`config.mk`:
```
export PLATFORM = sky130hd
export DESIGN_NAME = pipelined_rca_adder_flat
export DESIGN_NICKNAME = d
export VERILOG_FILES = /design/src/rtl/rca_pkg.sv /design/src/rtl/pipelined_rca_adder_if.sv /design/src/rtl/rca_chunk.sv /design/src/rtl/pipelined_rca_adder.sv /design/src/flat_wrapper.sv
export SDC_FILE = /design/constraint.sdc
export NUM_CORES = 1
export LEC_CHECK = 0
export ABC_AREA = 1
export BUFFER_PORTS_ARGS = -buffer_cell sky130_fd_sc_hd__buf_4
export CORE_MARGIN = 1
export CORE_UTILIZATION = 50
export CTS_CLUSTER_DIAMETER = 120
export DETAILED_ROUTE_END_ITERATION = 10
export PLACE_DENSITY = 0.7
export SLEW_MARGIN = 20
export SYNTH_ARGS = -nofsm -noshare
export SYNTH_HDL_FRONTEND = slang
export SYNTH_HIERARCHICAL = 1
export SYNTH_SLANG_ARGS = --single-unit
```
`constraint.sdc`:
```
create_clock -name clk -period 4.25 [get_ports clk]
set_input_delay 0.2125 -clock clk [delete_from_list [all_inputs] [get_ports clk]]
set_output_delay 0.2125 -clock clk [all_outputs]
set_load 0.01 [all_outputs]
```
`src/rtl/rca_pkg.sv`:
```
// rtl/rca_pkg.sv - shared elaboration helpers for the pipelined ripple-carry adder
package rca_pkg;

  // True when WIDTH splits evenly into STAGES non-empty ripple segments.
  function automatic bit check_div(input int width, input int stages);
    return (stages >= 1) && (stages <= width) && ((width % stages) == 0);
  endfunction

endpackage

```
`src/rtl/pipelined_rca_adder_if.sv`:
```
// rtl/pipelined_rca_adder_if.sv - operand/result handshake bundle for pipelined_rca_adder
interface pipelined_rca_adder_if #(
  parameter int WIDTH = 16
);
  logic             in_valid;
  logic             in_ready;
  logic [WIDTH-1:0] a;
  logic [WIDTH-1:0] b;
  logic             cin;
  logic             out_valid;
  logic             out_ready;
  logic [WIDTH-1:0] sum;
  logic             carry;
  logic             ovf;

  modport master (
    output in_valid, a, b, cin, out_ready,
    input  in_ready, out_valid, sum, carry, ovf
  );

  modport slave (
    input  in_valid, a, b, cin, out_ready,
    output in_ready, out_valid, sum, carry, ovf
  );
endinterface

```
`src/rtl/rca_chunk.sv`:
```
// rtl/rca_chunk.sv - combinational CHUNK-bit ripple-carry segment
module rca_chunk #(
  parameter int CHUNK = 4
) (
  input  logic [CHUNK-1:0] a_i,
  input  logic [CHUNK-1:0] b_i,
  input  logic             cin_i,
  output logic [CHUNK-1:0] sum_o,
  output logic             cout_o,
  output logic             msb_cin_o
);
  logic [CHUNK:0] c;

  always_comb begin
    c     = '0;
    sum_o = '0;
    c[0]  = cin_i;
    for (int i = 0; i < CHUNK; i++) begin
      sum_o[i] = a_i[i] ^ b_i[i] ^ c[i];
      c[i+1]   = (a_i[i] & b_i[i]) | (c[i] & (a_i[i] ^ b_i[i]));
    end
  end

  assign cout_o    = c[CHUNK];
  // Carry into the segment MSB; only the top segment's copy feeds overflow.
  assign msb_cin_o = c[CHUNK-1];
endmodule

```
`src/rtl/pipelined_rca_adder.sv`:
```
// rtl/pipelined_rca_adder.sv - STAGES-deep pipelined ripple-carry adder with valid/ready
module pipelined_rca_adder
  import rca_pkg::*;
#(
  parameter int WIDTH  = 16,
  parameter int STAGES = 4
) (
  input  logic                 clk,
  input  logic                 rst,
  pipelined_rca_adder_if.slave bus
);
  localparam int CHUNK = WIDTH / STAGES;

  if (!check_div(WIDTH, STAGES)) begin : g_param_err
    $error("pipelined_rca_adder: WIDTH must be a multiple of STAGES (1..WIDTH)");
  end

  logic [STAGES-1:0]            valid_q;
  logic [STAGES-1:0]            carry_q;
  logic [STAGES-1:0][WIDTH-1:0] sum_q;
  logic [STAGES-1:0][WIDTH-1:0] a_q;
  logic [STAGES-1:0][WIDTH-1:0] b_q;
  logic                         ovf_q;

  logic [STAGES-1:0][CHUNK-1:0] ch_a;
  logic [STAGES-1:0][CHUNK-1:0] ch_b;
  logic [STAGES-1:0][CHUNK-1:0] ch_sum;
  logic [STAGES-1:0]            ch_cin;
  logic [STAGES-1:0]            ch_cout;
  logic [STAGES-1:0]            ch_msbc;

  logic [STAGES:0]              v_in;
  logic                         advance;
  logic                         unused_sink;

  // One global enable: the whole pipe moves together or holds together.
  assign advance = !valid_q[STAGES-1] || bus.out_ready;
  assign v_in    = {valid_q, bus.in_valid};

  for (genvar k = 0; k < STAGES; k++) begin : g_stage
    if (k == 0) begin : g_first
      assign ch_a[k]   = bus.a[CHUNK-1:0];
      assign ch_b[k]   = bus.b[CHUNK-1:0];
      assign ch_cin[k] = bus.cin;
    end else begin : g_rest
      // Skew registers are pre-shifted so the pending chunk is always in the low bits.
      assign ch_a[k]   = a_q[k-1][CHUNK-1:0];
      assign ch_b[k]   = b_q[k-1][CHUNK-1:0];
      assign ch_cin[k] = carry_q[k-1];
    end

    rca_chunk #(.CHUNK(CHUNK)) u_chunk (
      .a_i       (ch_a[k]),
      .b_i       (ch_b[k]),
      .cin_i     (ch_cin[k]),
      .sum_o     (ch_sum[k]),
      .cout_o    (ch_cout[k]),
      .msb_cin_o (ch_msbc[k])
    );
  end

  always_ff @(posedge clk) begin
    if (rst) begin
      valid_q <= '0;
      carry_q <= '0;
      sum_q   <= '0;
      a_q     <= '0;
      b_q     <= '0;
      ovf_q   <= 1'b0;
    end else if (advance) begin
      valid_q <= v_in[STAGES-1:0];
      if (bus.in_valid) begin
        sum_q[0]   <= WIDTH'(ch_sum[0]);
        carry_q[0] <= ch_cout[0];
        a_q[0]     <= bus.a >> CHUNK;
        b_q[0]     <= bus.b >> CHUNK;
      end
      for (int k = 1; k < STAGES; k++) begin
        if (valid_q[k-1]) begin
          sum_q[k]                   <= sum_q[k-1];
          sum_q[k][k*CHUNK +: CHUNK] <= ch_sum[k];
          carry_q[k]                 <= ch_cout[k];
          a_q[k]                     <= a_q[k-1] >> CHUNK;
          b_q[k]                     <= b_q[k-1] >> CHUNK;
        end
      end
      if (v_in[STAGES-1]) begin
        ovf_q <= ch_msbc[STAGES-1] ^ ch_cout[STAGES-1];
      end
    end
  end

  assign bus.in_ready  = advance;
  assign bus.out_valid = valid_q[STAGES-1];
  assign bus.sum       = sum_q[STAGES-1];
  assign bus.carry     = carry_q[STAGES-1];
  assign bus.ovf       = ovf_q;

  assign unused_sink = ^{a_q[STAGES-1], b_q[STAGES-1], ch_msbc, v_in[STAGES]};
endmodule

```
`src/flat_wrapper.sv`:
```
// flat-port wrapper written by rule: the top's interface ports become plain ports
module pipelined_rca_adder_flat import rca_pkg::*;
#(
  parameter int WIDTH  = 16,
  parameter int STAGES = 4
)
  (clk, rst, bus_in_valid, bus_a, bus_b, bus_cin, bus_out_ready, bus_in_ready, bus_out_valid, bus_sum, bus_carry, bus_ovf);
  pipelined_rca_adder_if #(.WIDTH(WIDTH)) bus_i ();
  input  logic clk;
  input  logic rst;
  input wire logic [$bits(bus_i.in_valid)-1:0] bus_in_valid;
  input wire logic [$bits(bus_i.a)-1:0] bus_a;
  input wire logic [$bits(bus_i.b)-1:0] bus_b;
  input wire logic [$bits(bus_i.cin)-1:0] bus_cin;
  input wire logic [$bits(bus_i.out_ready)-1:0] bus_out_ready;
  output wire logic [$bits(bus_i.in_ready)-1:0] bus_in_ready;
  output wire logic [$bits(bus_i.out_valid)-1:0] bus_out_valid;
  output wire logic [$bits(bus_i.sum)-1:0] bus_sum;
  output wire logic [$bits(bus_i.carry)-1:0] bus_carry;
  output wire logic [$bits(bus_i.ovf)-1:0] bus_ovf;
  assign bus_i.in_valid = bus_in_valid;
  assign bus_i.a = bus_a;
  assign bus_i.b = bus_b;
  assign bus_i.cin = bus_cin;
  assign bus_i.out_ready = bus_out_ready;
  assign bus_in_ready = bus_i.in_ready;
  assign bus_out_valid = bus_i.out_valid;
  assign bus_sum = bus_i.sum;
  assign bus_carry = bus_i.carry;
  assign bus_ovf = bus_i.ovf;
  pipelined_rca_adder #(.WIDTH(WIDTH), .STAGES(STAGES)) u_core (.clk(clk), .rst(rst), .bus(bus_i));
endmodule
```
==> flow_metrics.env, run 1 <==
export IMPL_hold_start="rst"
export IMPL_dieWidth_um=100
export IMPL_overflow=0
export IMPL_met3_usage=0.0237
export IMPL_final_core_utilization=0.556
export IMPL_cp_arrival_ps=2500
export IMPL_htreeDepth=3
export IMPL_crit_path_start_kind="register"
export IMPL_grt_antenna_before_repair=0
export IMPL_fillers=913
export IMPL_hold_violations=0
export IMPL_synth_top_cell_by_area="dfxtp_1"
export IMPL_grt_pass1_wl_um=14700
export IMPL_diodes=0
export IMPL_crit_top_cell="fa_1"
export IMPL_slew_headroom=0.306
export IMPL_route_detailed_drc=0
export IMPL_pre_cts_slack_ps=2020
export IMPL_track_usage=0.180
export IMPL_cp_slowest_cell="fa_1"
export IMPL_cts_clk_slew_worst_paths_ps=90
export IMPL_maxCapViolations=0
export IMPL_cts_tree="yes"
export IMPL_finalNonFillerCells=742
export IMPL_synthDistinctLibCells=15
export IMPL_cp_slowest_stage_delay_ps=400
export IMPL_gp_congestion=0.756
export IMPL_syn2layout_area_growth_pct=7.00
export IMPL_synth_top_area_share=0.403
export IMPL_cp_end_kind="register"
export IMPL_whs_endpoint="u_core/valid_q[2]"
export IMPL_worstMarginPinSlew_ps=1040
export IMPL_final_area_um2=5160
export IMPL_r2r_end="u_core/bus.sum[15]"
export IMPL_synth_edf_count=0
export IMPL_first_pass_iters=4
export IMPL_worstPathCellList="fa_1 -> inv_1 -> fa_1 -> fa_1 -> inv_1 -> fa_1 -> nand3b_1 -> nand2_1 -> nor2_1"
export IMPL_wl_um=8500
export IMPL_fin_crit_sh=0.530
export IMPL_finalCriticalPeriod_ps=2250
export IMPL_fmax_ghz=0.444
export IMPL_dpl_cell_count=726
export IMPL_port_buffer_count=56
export IMPL_avgViaCountPerCell=4.89
export IMPL_yosys_register_bits=97
export IMPL_detail_route_wl_per_cell_um=11.5
export IMPL_status="completed"
export IMPL_dieArea_um2=10000
export IMPL_grt_busiest_layer="met2"
export IMPL_p_leak_uw=0.00226
export IMPL_synth_area_leaders="dfxtp_1, nand3b_1, a21oi_1"
export IMPL_cts_made_buffers=9
export IMPL_dr_first_iter_drc_count=154
export IMPL_r2r_setup_slack_ps=2000
export IMPL_synth_area_per_cell_um2=7.95
export IMPL_insertion_delay_ps=360
export IMPL_cts_setup_buffers=0
export IMPL_synth_seq_area_share=0.403
export IMPL_ir_drop_v=0.000214
export IMPL_placed_cell_area_um2=4940
export IMPL_synth_area_um2=4820
export IMPL_p_per_area_nw_per_um2=367
export IMPL_grt_max_degree=192
export IMPL_slew_violations=0
export IMPL_synth_top_flop_cell="dfxtp_1"
export IMPL_grtUsageMet2=0.317
export IMPL_vias=3632
export IMPL_clockBufferDepth=2
export IMPL_synth_nets=660
export IMPL_root_buffer="clkbuf_8"
export IMPL_cp_required_ps=4500
export IMPL_postRouteAntennaNets=0
export IMPL_async_reset_ff_frac=0
export IMPL_rows=35
export IMPL_synth_warnings=6
export IMPL_die_h_um=100
export IMPL_post_dp_hpwl_um=5240
export IMPL_grt_use_met1=0.220
export IMPL_fin_setup_tns_ps=0
export IMPL_grt_pass1_vias=3408
export IMPL_synth_cells=607
export IMPL_setup_viol=0
export IMPL_r2r_start="u_core/a_q[32]"
export IMPL_whs_path_depth=2
export IMPL_cts_resized=0
export IMPL_start_util=0.520
export IMPL_r2r_cells=9
export IMPL_postCtsHoldBufs=0
export IMPL_path_class="reg -> reg"
export IMPL_num_io_pins=57
export IMPL_crit_fanout=3
export IMPL_hp_class="in -> reg"
export IMPL_drive_above_1_share=0.129
export IMPL_core_area_um2=9280
export IMPL_finClkSkew_ps=6.50
export IMPL_rsz0062_at_grt="no"
export IMPL_clkSinkCount=97
export IMPL_fin_nets=661
export IMPL_final_setup_worst_slack_ps=2000
## power breakdown
group	internal, µW	switching (µW)	leakage, µW	total (µW)
logic	123	126	0.00135	249
registers	964	32.0	0.000798	996
clock network	331	316	0.000109	648
## cells by family after synthesis
kind of cell | share of synthesized area
buf+inv | 0.133
fa+ha+maj | 0.0664
simple gates | 0.298
flops | 0.403
compound gates | 0.0996
## final cells by class
type | instances | area, µm² | area share
Clock buffer | 9 | 124 | 0.0240
Clock inverter | 7 | 95.1 | 0.0184
Inverter | 38 | 143 | 0.0276
Multi-Input combinational cell | 403 | 2250 | 0.436
Sequential cell | 97 | 1940 | 0.376
Tap cell | 129 | 161 | 0.0313
Timing Repair Buffer | 59 | 443 | 0.0858
## critical path, delay by kind of cell (launching register included)
family	cells	cell delay, ps
adder cells (fa/ha/maj)	4	1330
flip-flops	1	370
AND/OR/NAND/NOR	3	310
buffers and inverters	2	160
## how the worst max path moves through the flow
| stage | slack, ps | cells after the start | to | startpoint |
|---|---|---|---|---|
| final | 2000 | 9 | u_core/bus.sum[15] | u_core/a_q[32] |
| after global placement | 2040 | 9 | u_core/bus.sum[15] | u_core/a_q[32] |
| after global routing | 1850 | 9 | u_core/bus.sum[15] | u_core/b_q[32] |
| after floorplan | 2140 | 9 | u_core/bus.sum[15] | u_core/a_q[32] |
| after detailed placement | 2020 | 9 | u_core/bus.sum[15] | u_core/b_q[32] |
| after CTS | 1980 | 9 | u_core/bus.sum[15] | u_core/b_q[32] |
## stage by stage
step	power (µW)	hold slack [ps]
finish	1890	55.9
detailed placement	1270	433
floorplan	1210	282
CTS	1920	43.1
global route	1990	51.5
global placement	1260	429
## registers in the layout (all words and copies together), names as in the netlist
register / cells
u_core/sum_q: 24
u_core/carry_q: 4
u_core/valid_q: 4
u_core/a_q: 24
u_core/bus.sum: 16
u_core/b_q: 24
u_core/bus.ovf: 1
## synthesized netlist by cell type, types with 2 or more instances
library cell / number
nand3b_1: 91
fa_1: 16
buf_6: 11
inv_1: 37
nand2_1: 104
buf_2: 27
buf_4: 28
clkbuf_8: 2
dfxtp_1: 97
nor2_1: 94
a21oi_1: 96
## layout by cell type, fill, tap and decap left out
cell type,instances
a21oi_1,96
buf_4,59
bufinv_16,2
clkbuf_8,9
clkinv_2,2
clkinv_4,2
clkinvlp_4,1
dfxtp_1,96
dfxtp_2,1
fa_1,16
inv_1,36
inv_2,2
nand2_1,104
nand2_8,1
nand3_1,1
nand3b_1,91
nor2_1,94
## metal layers
metal  vias up  share of wire
li1       1924              -
met1      1639           0.50
met2        61           0.46
met3         8          0.026
met4         0          0.014
met5         -              0
(Power assumes the default switching activity.)
==> run 2: changes to the inputs <==
Settings changed: ABC_AREA 1 to 0, PLACE_DENSITY 0.7 to 0.73.
Clock period 4.25 ns to 1.85 ns, I/O delays scaled along.
==> flow_metrics.env, run 2 <==
export IMPL_synthDistinctLibCells=26
export IMPL_fmax_ghz=0.488
export IMPL_dpl_cell_count=602
export IMPL_wl_um=8510
export IMPL_dieWidth_um=95.3
export IMPL_vias=3329
export IMPL_grt_pass1_wl_um=14700
export IMPL_route_detailed_drc=0
export IMPL_hp_class="in -> reg"
export IMPL_core_area_um2=8300
export IMPL_ir_drop_v=0.000394
export IMPL_top_regs="u_core/a_q (24), u_core/b_q (24), u_core/sum_q (24)"
export IMPL_cp_end_kind="register"
export IMPL_crit_path_start_kind="register"
export IMPL_synth_area_um2=4350
export IMPL_port_buffer_count=56
export IMPL_final_core_utilization=0.612
export IMPL_first_pass_iters=4
export IMPL_synth_nets=544
export IMPL_fin_nets=578
export IMPL_htreeDepth=3
export IMPL_yosys_register_bits=97
export IMPL_grt_max_degree=79
export IMPL_r2r_setup_slack_ps=-200
export IMPL_detail_route_wl_per_cell_um=13.4
export IMPL_slew_violations=0
export IMPL_p_per_area_nw_per_um2=769
export IMPL_final_cell_mix="dfxtp_1, a21oi_1, nand3_1"
export IMPL_track_usage=0.208
export IMPL_layout_commonest_cell="dfxtp_1"
export IMPL_die_h_um=95.3
export IMPL_yosys_top_cells_count="dfxtp_1, a21oi_1, nand3_1"
export IMPL_maxCapViolations=0
export IMPL_total_power_uw=3910
export IMPL_postRouteAntennaNets=0
export IMPL_diodes=0
export IMPL_pre_cts_slack_ps=-176
export IMPL_r2r_start="u_core/a_q[32]"
export IMPL_cts_made_buffers=9
export IMPL_fin_crit_sh=1.11
export IMPL_clockBufferDepth=2
export IMPL_cts_tree="yes"
export IMPL_async_reset_ff_frac=0
export IMPL_synth_top_flop_cell="dfxtp_1"
export IMPL_cp_required_ps=2070
export IMPL_p_leak_uw=0.00191
export IMPL_syn2layout_area_growth_pct=16.7
export IMPL_synth_area_leaders="dfxtp_1, a21oi_1, nand3_1"
export IMPL_r2r_end="u_core/bus.sum[15]"
export IMPL_clkSinkCount=97
export IMPL_synth_edf_count=0
export IMPL_drive_above_1_share=0.225
export IMPL_synth_top_area_share=0.446
export IMPL_finalCriticalPeriod_ps=2050
export IMPL_root_buffer="clkbuf_8"
export IMPL_cp_arrival_ps=2270
export IMPL_final_setup_worst_slack_ps=-199
export IMPL_cts_clk_slew_worst_paths_ps=90
export IMPL_post_dp_hpwl_um=5520
export IMPL_critical_path_endpoint="u_core/bus.sum[15]"
export IMPL_status="finished, violations left"
export IMPL_avgViaCountPerCell=5.24
export IMPL_synth_top_cell_by_area="dfxtp_1"
export IMPL_slew_headroom=0.465
export IMPL_synth_seq_area_share=0.446
export IMPL_crit_fanout=2
export IMPL_insertion_delay_ps=360
export IMPL_yosysMostFrequentCell="dfxtp_1"
export IMPL_worstMarginPinSlew_ps=802
export IMPL_startpoint="u_core/a_q[32]"
export IMPL_finClkSkew_ps=7.40
export IMPL_finalNonFillerCells=635
export IMPL_rows=33
export IMPL_violations="setup timing"
export IMPL_rsz0062_at_grt="yes"
export IMPL_grt_antenna_before_repair=0
export IMPL_num_io_pins=57
export IMPL_synth_cells=491
export IMPL_synth_area_per_cell_um2=8.86
export IMPL_hold_violations=0
export IMPL_dr_first_iter_drc_count=156
export IMPL_r2r_cells=8
export IMPL_synth_warnings=6
export IMPL_path_class="reg -> reg"
export IMPL_overflow=0
export IMPL_fin_setup_tns_ps=-800
export IMPL_start_util=0.524
export IMPL_setup_viol=6
export IMPL_grt_pass1_vias=3238
export IMPL_dieArea_um2=9080
export IMPL_gp_congestion=0.741
==> run 2: changes by cell type in the layout (fill, tap and decap cells not counted), moves of 9 or more <==
| cell | previous run | this run |
|---|---|---|
| nand2_1 | 104 | 4 |
| nand3b_1 | 91 | 0 |
| nor2_1 | 94 | 3 |
| nand3_1 | 1 | 66 |
| o21ai_0 | 0 | 38 |
| o21ai_1 | 0 | 37 |
| nand2b_1 | 0 | 28 |
| a21oi_1 | 96 | 71 |
| mux2i_1 | 0 | 17 |
| dlygate4sd3_1 | 0 | 16 |
| fa_1 | 16 | 7 |
| fa_2 | 0 | 9 |
==> run 2: what timing repair did <==
action | 4_1_cts | 5_1_grt
setup buffers | 0 | 1
endpoints found under the setup margin | 7 | 8
pin swaps | 1 | 3
gates resized for setup | 10 | 13
endpoints found under the hold margin | 16 | 0
hold buffers | 16 | 0
==> run 2: cell families (layout without fill, tap and decap cells) <==
group | after synthesis | count (layout) | synth area share
AO/OA/AOI/OAI | 151 | 151 | 0.174
AND/OR/NAND/NOR | 114 | 114 | 0.147
flip-flops | 97 | 97 | 0.446
buffers and inverters | 95 | 134 | 0.117
multiplexers | 17 | 17 | 0.0391
adder cells (fa/ha/maj) | 16 | 16 | 0.0736
XOR/XNOR | 1 | 1 | 0.00201
==> run 2: worst max-delay path, stage by stage (launching register included) <==
cell     delay [ps]
dfxtp_2         350
fa_2            210
inv_2            40
fa_2            330
fa_2            340
inv_2            70
fa_2            430
nand3_2          80
a21oi_2          60
==> run 2: report_power, final <==
part,internal [µW],switching [µW],leakage [µW],total (µW)
sequential,2150,29.8,0.000792,2180
clock,666,706,0.0000970,1370
combinational,167,188,0.00102,355
total,2980,923,0.00191,3910
==> run 2: metal layers <==
metal  vias to the layer above  wire [µm]  track usage  part of all wire
met5                         -          0            0                 0
met4                         0        102       0.0732             0.012
met3                        11        289       0.0463             0.034
met2                        59       4040        0.350              0.47
met1                      1539       4090        0.260              0.48
li1                       1720          -            -                 -
==> run 2: cell type report <==
cell class              count  area (µm²)
flip-flops and latches     97        1950
fillers                   730        3220
repair buffers             81         677
inverters                  37         144
multi-input cells         299        1980
well taps                 105         131
clock inverters             4        51.3
clock buffers              12         145
==> run 2: stage by stage <==
stage,hold WS (ps),cell area [µm²]
3_5_place_dp,378,4650
3_3_place_gp,373,4650
6_report,14.7,5080
2_1_floorplan,249,4380
5_1_grt,4.84,5080
4_1_cts,2.05,5020
==> run 2: how the worst min path moves through the flow <==
stage / startpoint / end / cells past startpoint
floorplan: bus_a[4] / u_core/a_q[0] / 2
global placement: bus_b[11] / u_core/b_q[7] / 3
detailed placement: bus_b[4] / u_core/b_q[0] / 3
CTS: bus_b[14] / u_core/b_q[10] / 3
global route: bus_b[11] / u_core/b_q[7] / 3
finish: bus_b[11] / u_core/b_q[7] / 3
==> run 3: changes to the inputs <==
Settings changed: CELL_PAD_IN_SITES_DETAIL_PLACEMENT set to 0, CELL_PAD_IN_SITES_GLOBAL_PLACEMENT set to 1, CORE_UTILIZATION 50 to 39, PLACE_DENSITY 0.73 to not set, PLACE_DENSITY_LB_ADDON set to 0.1.
==> flow_metrics.env, run 3 (same netlist as run 2, synthesis figures left out) <==
export IMPL_violations="setup timing"
export IMPL_dieArea_um2=11600
export IMPL_clkSinkCount=97
export IMPL_dieWidth_um=108
export IMPL_gp_congestion=0.731
export IMPL_htreeDepth=3
export IMPL_rows=38
export IMPL_cp_arrival_ps=2250
export IMPL_worstPathCellList="fa_2 -> inv_2 -> fa_2 -> fa_2 -> inv_2 -> fa_2 -> nand4b_1 -> o21ai_1"
export IMPL_post_dp_hpwl_um=6010
export IMPL_detail_route_wl_per_cell_um=13.5
export IMPL_setup_viol=6
export IMPL_postRouteAntennaNets=0
export IMPL_hold_violations=0
export IMPL_r2r_start="u_core/a_q[16]"
export IMPL_rsz0062_at_grt="yes"
export IMPL_p_leak_uw=0.00191
export IMPL_drive_above_1_share=0.229
export IMPL_whs_endpoint="u_core/a_q[1]"
export IMPL_fin_setup_tns_ps=-526
export IMPL_die_h_um=108
export IMPL_multiInputGateArea_um2=1960
export IMPL_fmax_ghz=0.500
export IMPL_status="finished, violations left"
export IMPL_cts_clk_slew_worst_paths_ps=100
export IMPL_worstMarginPinSlew_ps=528
export IMPL_cp_slowest_cell="fa_2"
export IMPL_core_area_um2=10800
export IMPL_vias=3354
export IMPL_route_detailed_drc=0
export IMPL_layout_commonest_cell="dfxtp_1"
export IMPL_clockBufferDepth=2
export IMPL_r2r_setup_slack_ps=-150
export IMPL_total_power_uw=3790
export IMPL_wl_um=9110
export IMPL_port_buffer_count=56
export IMPL_cp_slowest_stage_delay_ps=420
export IMPL_finalCriticalPeriod_ps=2000
export IMPL_hp_class="in -> reg"
export IMPL_slew_headroom=0.648
export IMPL_final_cell_mix="dfxtp_1, a21oi_1, buf_4"
export IMPL_fin_nets=584
export IMPL_placed_cell_area_um2=4710
export IMPL_hold_start="bus_a[5]"
export IMPL_fillers=1091
export IMPL_slew_violations=0
export IMPL_grt_pass1_vias=3309
export IMPL_avgViaCountPerCell=4.96
export IMPL_fin_crit_sh=1.08
export IMPL_cts_tree="yes"
export IMPL_crit_path_start_kind="register"
export IMPL_crit_fanout=2
export IMPL_diodes=0
export IMPL_num_io_pins=57
export IMPL_crit_family="adder cells"
export IMPL_final_setup_worst_slack_ps=-148
export IMPL_critPathBufInv=2
export IMPL_p_per_area_nw_per_um2=741
export IMPL_crit_top_cell="fa_2"
export IMPL_track_usage=0.172
export IMPL_r2r_cells=8
export IMPL_ir_drop_v=0.000308
export IMPL_grt_pass1_wl_um=15800
export IMPL_final_area_um2=5120
export IMPL_path_class="reg -> reg"
export IMPL_cp_required_ps=2100
export IMPL_grt_max_degree=78
export IMPL_start_util=0.401
export IMPL_seq_area_um2=1950
export IMPL_cp_end_kind="register"
export IMPL_overflow=0
export IMPL_finClkSkew_ps=13.8
export IMPL_cts_made_buffers=9
export IMPL_grt_antenna_before_repair=0
export IMPL_syn2layout_area_growth_pct=17.7
export IMPL_insertion_delay_ps=360
export IMPL_dr_first_iter_drc_count=123
export IMPL_whs_path_depth=3
export IMPL_top_regs="u_core/a_q (24), u_core/b_q (24), u_core/sum_q (24)"
export IMPL_first_pass_iters=4
export IMPL_r2r_end="u_core/sum_q[43]"
export IMPL_maxCapViolations=0
export IMPL_root_buffer="clkbuf_8"
==> run 3: cell count changes in the layout (fill, tap and decap cells not counted), moves of 2 or more <==
cell / delta
clkinvlp_4: +2
buf_4: +7
a21oi_1: +2
a21oi_2: -2
==> run 3: final cells by class <==
class / instances / share of cell area
inverters: 37 / 0.0286
flip-flops and latches: 97 / 0.381
well taps: 140 / 0.0342
multi-input cells: 299 / 0.384
clock inverters: 5 / 0.00782
clock buffers: 11 / 0.0257
repair buffers: 87 / 0.139
==> run 3: repair_timing <==
action	in CTS	in global routing
pin swaps	3	4
setup endpoints to repair	7	10
hold endpoints to repair	15	1
resized for setup	12	10
buffers inserted	2	0
hold buffers	15	1
==> run 3: power by group <==
group	total (µW)	internal, µW	switching [µW]
Combinational	363	172	191
Clock	1250	497	754
Sequential	2180	2150	29.4
==> run 3: stage by stage <==
step                hold slack, ps  std cells  setup WS [ps]  utilization
floorplan                      249        491          -74.5            -
global placement               373        642           -114        0.435
detailed placement             363        642           -157        0.435
CTS                          0.496        675           -148        0.468
global route                  3.58        676           -245        0.472
finish                        8.00        676           -148        0.472
==> run 3: how the worst max path moves through the flow <==
stage                                 start                 end  slack, ps  depth (start not counted)
after floorplan              u_core/a_q[32]      u_core/bus.ovf        -70                          8
after global placement       u_core/a_q[32]      u_core/bus.ovf       -110                          8
after detailed placement  u_core/carry_q[1]    u_core/sum_q[43]       -160                          8
after CTS                    u_core/a_q[32]  u_core/bus.sum[15]       -150                          8
after global routing          u_core/a_q[0]    u_core/sum_q[23]       -240                          8
final                        u_core/a_q[16]    u_core/sum_q[43]       -150                          8
==> run 3: routing by layer <==
metal | up-vias | GRT usage | part of all wire
met5 | - | 0 | 0
met4 | 0 | 0.0558 | 0.0099
met3 | 8 | 0.0351 | 0.033
met2 | 67 | 0.271 | 0.45
met1 | 1552 | 0.236 | 0.51
li1 | 1727 | - | -
==> run 3: tightest hold or removal path, delay by kind of cell <==
kind | cells | cell delay, ps
AND/OR/NAND/NOR | 1 | 70
buffers and inverters | 1 | 110
AO/OA/AOI/OAI | 1 | 60
